<file path="src/rtl/amb_writeback.sv">
`default_nettype none
// ============================================================================
// amb_writeback : one-beat stage register + commit (reg write / branch resolve)
// Rev 1.0
// ============================================================================
module amb_writeback #(
   parameter int DATA_W = 16,
   parameter int SHADOW = 2
) (
   input  logic              clk,
   input  logic              rst,
   input  logic              in_valid,
   output logic              in_ready,
   input  logic [1:0]        in_kind,
   input  logic [2:0]        in_dest,
   input  logic [DATA_W-1:0] in_result,
   input  logic              in_is_equal,
   input  logic [15:0]       in_pc,
   input  logic [7:0]        in_offset,
   input  logic [2:0]        rd_addr_a,
   input  logic [2:0]        rd_addr_b,
   output logic [DATA_W-1:0] rd_data_a,
   output logic [DATA_W-1:0] rd_data_b,
   output logic              pc_redirect_valid,
   output logic [15:0]       pc_redirect_target,
   output logic              flush,
   output logic [15:0]       commit_count,
   output logic [15:0]       squash_count
);

   localparam logic [1:0] c_KIND_NOP   = 2'b00;
   localparam logic [1:0] c_KIND_WRITE = 2'b01;
   localparam logic [1:0] c_KIND_BEQ   = 2'b10;
   localparam logic [1:0] c_KIND_BNE   = 2'b11;
   localparam logic [2:0] c_SHADOW     = 3'(SHADOW);

   typedef enum logic [0:0] {
      ST_RUN   = 1'b0,
      ST_DRAIN = 1'b1
   } state_t;

   state_t              state_q, state_d;
   logic [2:0]          drain_cnt_q, drain_cnt_d;

   logic                stg_valid_q;
   logic [1:0]          stg_kind_q;
   logic [2:0]          stg_dest_q;
   logic [DATA_W-1:0]   stg_result_q;
   logic                stg_is_equal_q;
   logic [15:0]         stg_pc_q;
   logic [7:0]          stg_offset_q;

   logic [DATA_W-1:0]   regs_q [8];
   logic                redirect_valid_q;
   logic [15:0]         redirect_target_q;
   logic [15:0]         commit_count_q;
   logic [15:0]         squash_count_q;

   logic                w_accept;
   logic                w_commit_write;
   logic                w_taken;
   logic                w_squash;
   logic [15:0]         w_target;

   assign in_ready = !rst;

   always_comb begin
      w_accept       = in_valid && in_ready;
      w_commit_write = stg_valid_q && (stg_kind_q == c_KIND_WRITE);
      w_taken        = stg_valid_q &&
                       (((stg_kind_q == c_KIND_BEQ) &&  stg_is_equal_q) ||
                        ((stg_kind_q == c_KIND_BNE) && !stg_is_equal_q));
      // Window covers the commit edge plus the DRAIN edges before the last one.
      w_squash       = w_taken || ((state_q == ST_DRAIN) && (drain_cnt_q > 3'd1));
      w_target       = stg_pc_q + 16'd1 + {{8{stg_offset_q[7]}}, stg_offset_q};
   end

   always_comb begin
      state_d     = state_q;
      drain_cnt_d = drain_cnt_q;
      if (w_taken) begin
         state_d     = ST_DRAIN;
         drain_cnt_d = c_SHADOW;
      end else if (state_q == ST_DRAIN) begin
         drain_cnt_d = drain_cnt_q - 3'd1;
         if (drain_cnt_q == 3'd1) begin
            state_d = ST_RUN;
         end
      end
   end

   always_ff @(posedge clk) begin
      if (rst) begin
         state_q     <= ST_RUN;
         drain_cnt_q <= 3'd0;
      end else begin
         state_q     <= state_d;
         drain_cnt_q <= drain_cnt_d;
      end
   end

   always_ff @(posedge clk) begin
      if (rst) begin
         stg_valid_q       <= 1'b0;
         stg_kind_q        <= c_KIND_NOP;
         stg_dest_q        <= 3'd0;
         stg_result_q      <= '0;
         stg_is_equal_q    <= 1'b0;
         stg_pc_q          <= 16'd0;
         stg_offset_q      <= 8'd0;
         redirect_valid_q  <= 1'b0;
         redirect_target_q <= 16'd0;
         commit_count_q    <= 16'd0;
         squash_count_q    <= 16'd0;
         for (int i = 0; i < 8; i++) begin
            regs_q[i] <= '0;
         end
      end else begin
         stg_valid_q    <= w_accept && !w_squash;
         stg_kind_q     <= in_kind;
         stg_dest_q     <= in_dest;
         stg_result_q   <= in_result;
         stg_is_equal_q <= in_is_equal;
         stg_pc_q       <= in_pc;
         stg_offset_q   <= in_offset;

         redirect_valid_q <= w_taken;
         if (w_taken) begin
            redirect_target_q <= w_target;
         end
         if (stg_valid_q) begin
            commit_count_q <= commit_count_q + 16'd1;
         end
         if (w_accept && w_squash) begin
            squash_count_q <= squash_count_q + 16'd1;
         end
         if (w_commit_write && (stg_dest_q != 3'd0)) begin
            regs_q[stg_dest_q] <= stg_result_q;
         end
      end
   end

   // Pending stage write overrides the file so the consumer sees it a cycle early.
   always_comb begin
      if (rd_addr_a == 3'd0) begin
         rd_data_a = '0;
      end else if (w_commit_write && (stg_dest_q == rd_addr_a)) begin
         rd_data_a = stg_result_q;
      end else begin
         rd_data_a = regs_q[rd_addr_a];
      end
   end

   always_comb begin
      if (rd_addr_b == 3'd0) begin
         rd_data_b = '0;
      end else if (w_commit_write && (stg_dest_q == rd_addr_b)) begin
         rd_data_b = stg_result_q;
      end else begin
         rd_data_b = regs_q[rd_addr_b];
      end
   end

   assign pc_redirect_valid  = redirect_valid_q;
   assign pc_redirect_target = redirect_target_q;
   assign flush              = (state_q == ST_DRAIN);
   assign commit_count       = commit_count_q;
   assign squash_count       = squash_count_q;

endmodule
`default_nettype wire

</file>
<file path="config.mk">
export PLATFORM = sky130hd
export DESIGN_NAME = amb_writeback
export DESIGN_NICKNAME = d
export VERILOG_FILES = /design/src/rtl/amb_writeback.sv
export SDC_FILE = /design/constraint.sdc
export NUM_CORES = 1
export LEC_CHECK = 0
export CAP_MARGIN = 10
export CORE_MARGIN = 2
export CORE_UTILIZATION = 49
export DETAILED_ROUTE_END_ITERATION = 12
export GPL_TIMING_DRIVEN = 1
export HOLD_SLACK_MARGIN = 0.1
export PLACE_DENSITY_LB_ADDON = 0.08
export SYNTH_ARGS = -nofsm -noshare
export SYNTH_HDL_FRONTEND = slang
export SYNTH_SLANG_ARGS = --single-unit
</file>
<file path="constraint.sdc">
create_clock -name clk -period 2.3 [get_ports clk]
set_input_delay 0.345 -clock clk [delete_from_list [all_inputs] [get_ports clk]]
set_output_delay 0.345 -clock clk [all_outputs]
set_load 0.03 [all_outputs]
</file>
### Yosys cells after proc, flatten, opt, wreduce, memory -nomap -nowiden

Memory sizes are Yosys's and may differ from the RTL's.
Index checks and enable logic that the tools add are counted.

* memories: 1
* RAM bits: 128
* register bits: 100
* bits in latches: 0
* bits of input ports: 55
* output and inout bits: 83
* word-level logic and storage cells: 66
* memory bits (read-only): 0

* $add $sub $neg: 5
* reduce and logical (&&, ||, !) cells: 22
* multiply operators: 0
* magnitude comparators: 1
* shift operators: 0
* div/mod/pow operators: 0
* bitwise operators: 0
* muxes and demuxes: 17
* equal/unequal tests: 6

Memory list
* regs_q: depth 8, width 16, read ports 2, clocked after Yosys merged registers in 0, write ports 8, RTL line 53 `logic [DATA_W-1:0] regs_q [8];`

Operator list (count)
* $mux W16: 5
* $add A16 B1 Y16 const B: 3
* $add A16 B16 Y16: 1
* $reduce_or A16 Y1: 1
* $logic_and A1 B1 Y1: 11
* $mux W1: 9
* $eq A3 B3 Y1: 2
* $logic_not A3 Y1: 2
* $eq A2 B2 Y1 const B: 2
* $mux W2: 2
* $eq A3 B1 Y1 const B: 1
* $gt A3 B1 Y1 const B: 1
* $logic_not A1 Y1: 3
* $mux W3: 1
* $reduce_bool A3 Y1: 1
* $sub A3 B1 Y3 const B: 1
* $eq A2 B1 Y1 const B: 1
* $logic_or A1 B1 Y1: 2
* $reduce_bool A2 Y1: 1
* $reduce_or A2 Y1: 1

### Longest topological paths before layout

* word-level depth: 8
* mapped depth: 10
* depth with buffers taken out: 10

### Worst setup path after synthesis

Ideal clock, no wire load.

* path type: register to register
* start: reg stg_valid_q
* end: mem regs_q[7][0] (enable)
* arrival: 2.058 ns
* required time: 1.889 ns
* path buffers: 1
* setup time: 0.411 ns
* cell stages (with the launch flop): 5
* setup slack: -0.169 ns
* period minus slack after synthesis: 2.469 ns
* cell sequence: dfxtp_1 buf_6 and3b_2 nand3_2 o21ai_0

RTL lines
* from (decl): RTL line 45 `logic stg_valid_q;`
* from (signal assigned): RTL line 119 `stg_valid_q <= w_accept && !w_squash;`
* to (decl): RTL line 53

### Worst setup path in the final report

* start: in rd_addr_a[2]
* end: out rd_data_a[14]

* longest elaborated chain between the ends: 4
* elaborated cells on any way between the ends: 6
* classes of those cells: eq/ne: 1; mux: 2; reduce/logical: 2; memory: 1

RTL lines
* from (decl): RTL line 20 `input logic [2:0] rd_addr_a,`
* branches (longest 3 deep; another with $mem_v2 Z8 W16)
* $mux W16 (*): RTL line 145 `if (rd_addr_a == 3'd0) begin`
* to (decl): RTL line 22 `output logic [DATA_W-1:0] rd_data_a,`

Mark *: on every way between the ends.

==> impl_results.md <==
- Port bufs: roughly 140
- Final setup fails: 18
- PD cells: roughly 650 nW/um^2
- Switching Fraction: approximately a quarter
- Share of cells above drive strength 1: around 28%
- Final worst slack: -63.6 ps
- Cell family contributing the most delay on the critical path: buffers and inverters
- Drt pass-1 iters: 4
- Largest stage delay, worst path: between 600 and 700 ps
- Worst EP required: ~2000 ps
- Fillers: 1694
- Clock Path Buffers: 3
- Final Critical Period: 2360 ps
- Endpoint class of the critical path: primary output
- Number of cell rows: between 50 and 60
- Largest net degree at the start of global routing: between 80 and 90
- Worst EP arrival: 2020 ps
- Vias in the first global route: between 7000 and 8000
- Syn Inst Count: 906
- Outcome: finished with violations
- Area grow syn2layout: 29.6%
- Synth Cell Area: approximately 11000 sq um
- Proportion of synthesized area in mux cells: approximately 16%
- Relative max-transition margin: about a quarter
- WS Path Type: in -> out
- Sw Pwr: approximately 2.3 mW
- Main synth FF type: edfxtp_1
- Reg power frac: 47.8%
- CP bufs+invs: 3
- Violated checks: negative setup slack
- Int Power: a little over 7 mW
- Leak: 5.43 nW
- H-Tree Level Count: 1
- Inserted Diodes: 0
- Worst-Skew Late Latency: roughly 500 ps
- Final Core Density: roughly 65%
- Routed len/inst: around 20 microns
- CTS sink cnt: 228
- Hold_ws: between 300 and 400 ps
- Register bit total from synthesis: ~230
- Yosys top cell by area: edfxtp_1
- First-pass GRT wire length: 43200 microns
- Vias: slightly below 8000
- Clock Power Share: 38.7%
- Vias per cell: 5.54
- Simple-Gate Fraction of Synth Area: roughly 17%
- Synth Area per Inst: 12.5 sq um
- Die height: 156 microns
- Starting Density: between 40% and 50%
- Root buffer cell: clkbuf_16
- Syn. warnings: 0
- Unique masters post-synth: 60
- Initial antenna violation count: 2
- Max VDD drop: slightly below 500 uV
- # DRC: 0
- Synth top area share: 34.1%
- Most common cell on crit path: buf_6
- Critical Path Slowest Stage Cell: clkdlybuf4s50_1
- Critical path cell sequence: clkdlybuf4s50_1, xnor2_1, nand4_1, buf_6, a211oi_4, buf_6
- Adder-cell share of the synthesized area: between 2 and 2.5%
- Sequential fraction of the synthesis area: 51.8%
- Synth cell count leaders: 128 x edfxtp_1, 113 x and2_1, 100 x dfxtp_1, 73 x nor2_1, 64 x mux4_2
- Fmax: 423 MHz
- Total gr overflow: 0
- Die width: 156 microns
- Slew of the pin with the lowest slew margin: roughly 1100 ps
- Main combinational cell family by area after synthesis: simple AND/OR/NAND/NOR gates
- Combinational power share: between 10% and 20%
- Fin nets: 1175
- Placeable Area: 22600 sq um
- Routability cong.: 0.810
- Async set or reset register ratio after synthesis: 0%
- CTS tree: done
- Total GRT Usage: a little under a quarter
- WL final: 27800 microns
- RSZ-0062 raised after global routing: true
- Fin Clk Skew: about 12 ps
- Hold Path Class: in -> reg
- Detailed Place HPWL: roughly 19000 microns
- Final period utilization: 103%
- Routed Antenna Nets: 0
- EDFF count, synth: about 130
- DRT iter0 DRCs: ~450
- Synth Area in Compound Gates: 7.24%
- Startpoint types: primary input
- Num ports: 138
- Clock-pin transition on the worst setup and hold timing paths: about 60 ps
- Synth area leaders: edfxtp_1 34%, dfxtp_1 18%, mux4_2 13%, and2_1 6.3%, mux2i_1 2.9%
- Max cap viols: 0
- CTS Buf Count: 24
- CP max FO: 16
- Die ar.: roughly 24000 sq um
- Final Hold Fails: 0
- Post-synthesis xor/xnor area fraction: about 3%
- Fin. max-slew vios: 0
- Most common cell in the synthesized netlist: edfxtp_1
==> worst paths after layout <==
kind	startpoint	endpoint	slack (ps)	cells past startpoint
max	rd_addr_a[2]	rd_data_a[14]	-60	6
min	in_dest[1]	stg_dest_q[1]$_SDFF_PP0_	390	2
max reg2reg	stg_pc_q[0]$_SDFF_PP0_	pc_redirect_target[8]$_SDFFE_PP0P_	140	10
min reg2reg	pc_redirect_target[5]$_SDFFE_PP0P_	pc_redirect_target[5]$_SDFFE_PP0P_	470	2
==> placed cells by master (no fill, tap or decap), drive strengths merged, types with 19 or more instances in the layout <==
| cell type | netlist | final |
|---|---|---|
| mux4 | 64 | 64 |
| nand2 | 31 | 31 |
| ha | 19 | 19 |
| clkbuf | 29 | 39 |
| nor2 | 77 | 77 |
| clkdlybuf4s50 | 0 | 98 |
| o21ai | 24 | 24 |
| buf | 24 | 101 |
| a211oi | 38 | 38 |
| dfxtp | 100 | 100 |
| a21oi | 26 | 26 |
| xnor2 | 20 | 20 |
| nor2b | 47 | 47 |
| edfxtp | 128 | 128 |
| and2 | 113 | 113 |
| mux2i | 33 | 33 |
==> flip-flops by register name, indices dropped and copies added (netlist names) <==
| name | cells |
|---|---|
| regs_q | 128 |
| squash_count | 16 |
| stg_offset_q | 8 |
| stg_kind_q | 2 |
| pc_redirect_valid | 1 |
| pc_redirect_target | 16 |
| stg_result_q | 16 |
| flush | 1 |
| drain_cnt_q | 3 |
| stg_dest_q | 3 |
| stg_pc_q | 16 |
| stg_valid_q | 1 |
| commit_count | 16 |
| stg_is_equal_q | 1 |
==> layout make-up <==
class	count	area (sq um)	share of cell area (%)
clock inverters	7	35.0	0.239
repair buffers	206	2050	14.0
flip-flops and latches	228	5850	40.0
well taps	285	357	2.44
clock buffers	37	732	5.00
multi-input cells	625	5540	37.9
inverters	15	56.3	0.385
==> logic make-up after synthesis <==
group	count (synthesis)
flops	228
fa+ha+maj	20
simple gates	335
other cells	1
xor+xnor	37
mux	97
buf+inv	68
compound gates	120
==> power by group through the flow <==
stage	clock, mW	combinational, mW	sequential [mW]
after floorplan	0	0.738	4.61
after global placement	0	1.16	4.64
after detailed placement	0	1.17	4.65
after CTS	3.78	1.26	4.56
after global routing	3.93	1.37	4.59
final	3.70	1.29	4.57
==> what timing repair did <==
item                       4_1_cts  5_1_grt
hold endpoints to repair         1        0
cloned                           3        2
pin swaps                       17       18
resized for setup               61       54
hold buffers                     1        0
buffers inserted                 9        0
setup endpoints to repair       32       35
==> through the flow <==
step / TNS (ps) / total power [mW] / area (sq um) / cells / setup slack (ps)
5_1_grt: -1470 / 9.88 / 14600 / 1403 / -82.4
3_3_place_gp: -8440 / 5.80 / 13200 / 1345 / -414
6_report: -405 / 9.56 / 14600 / 1403 / -63.6
2_1_floorplan: -10500 / 5.35 / 11300 / 921 / -169
3_5_place_dp: -7980 / 5.81 / 13200 / 1345 / -404
4_1_cts: -184 / 9.60 / 14400 / 1402 / -23.6
==> metal layers <==
metal  global-route usage [%]  up-vias  routed length, microns
li1                         -     3683                       -
met1                     30.0     3820                   11500
met2                     38.8      233                   13800
met3                     5.39       38                    2110
met4                     6.51        2                     486
met5                        0        -                      13
(Power assumes the default switching activity.)
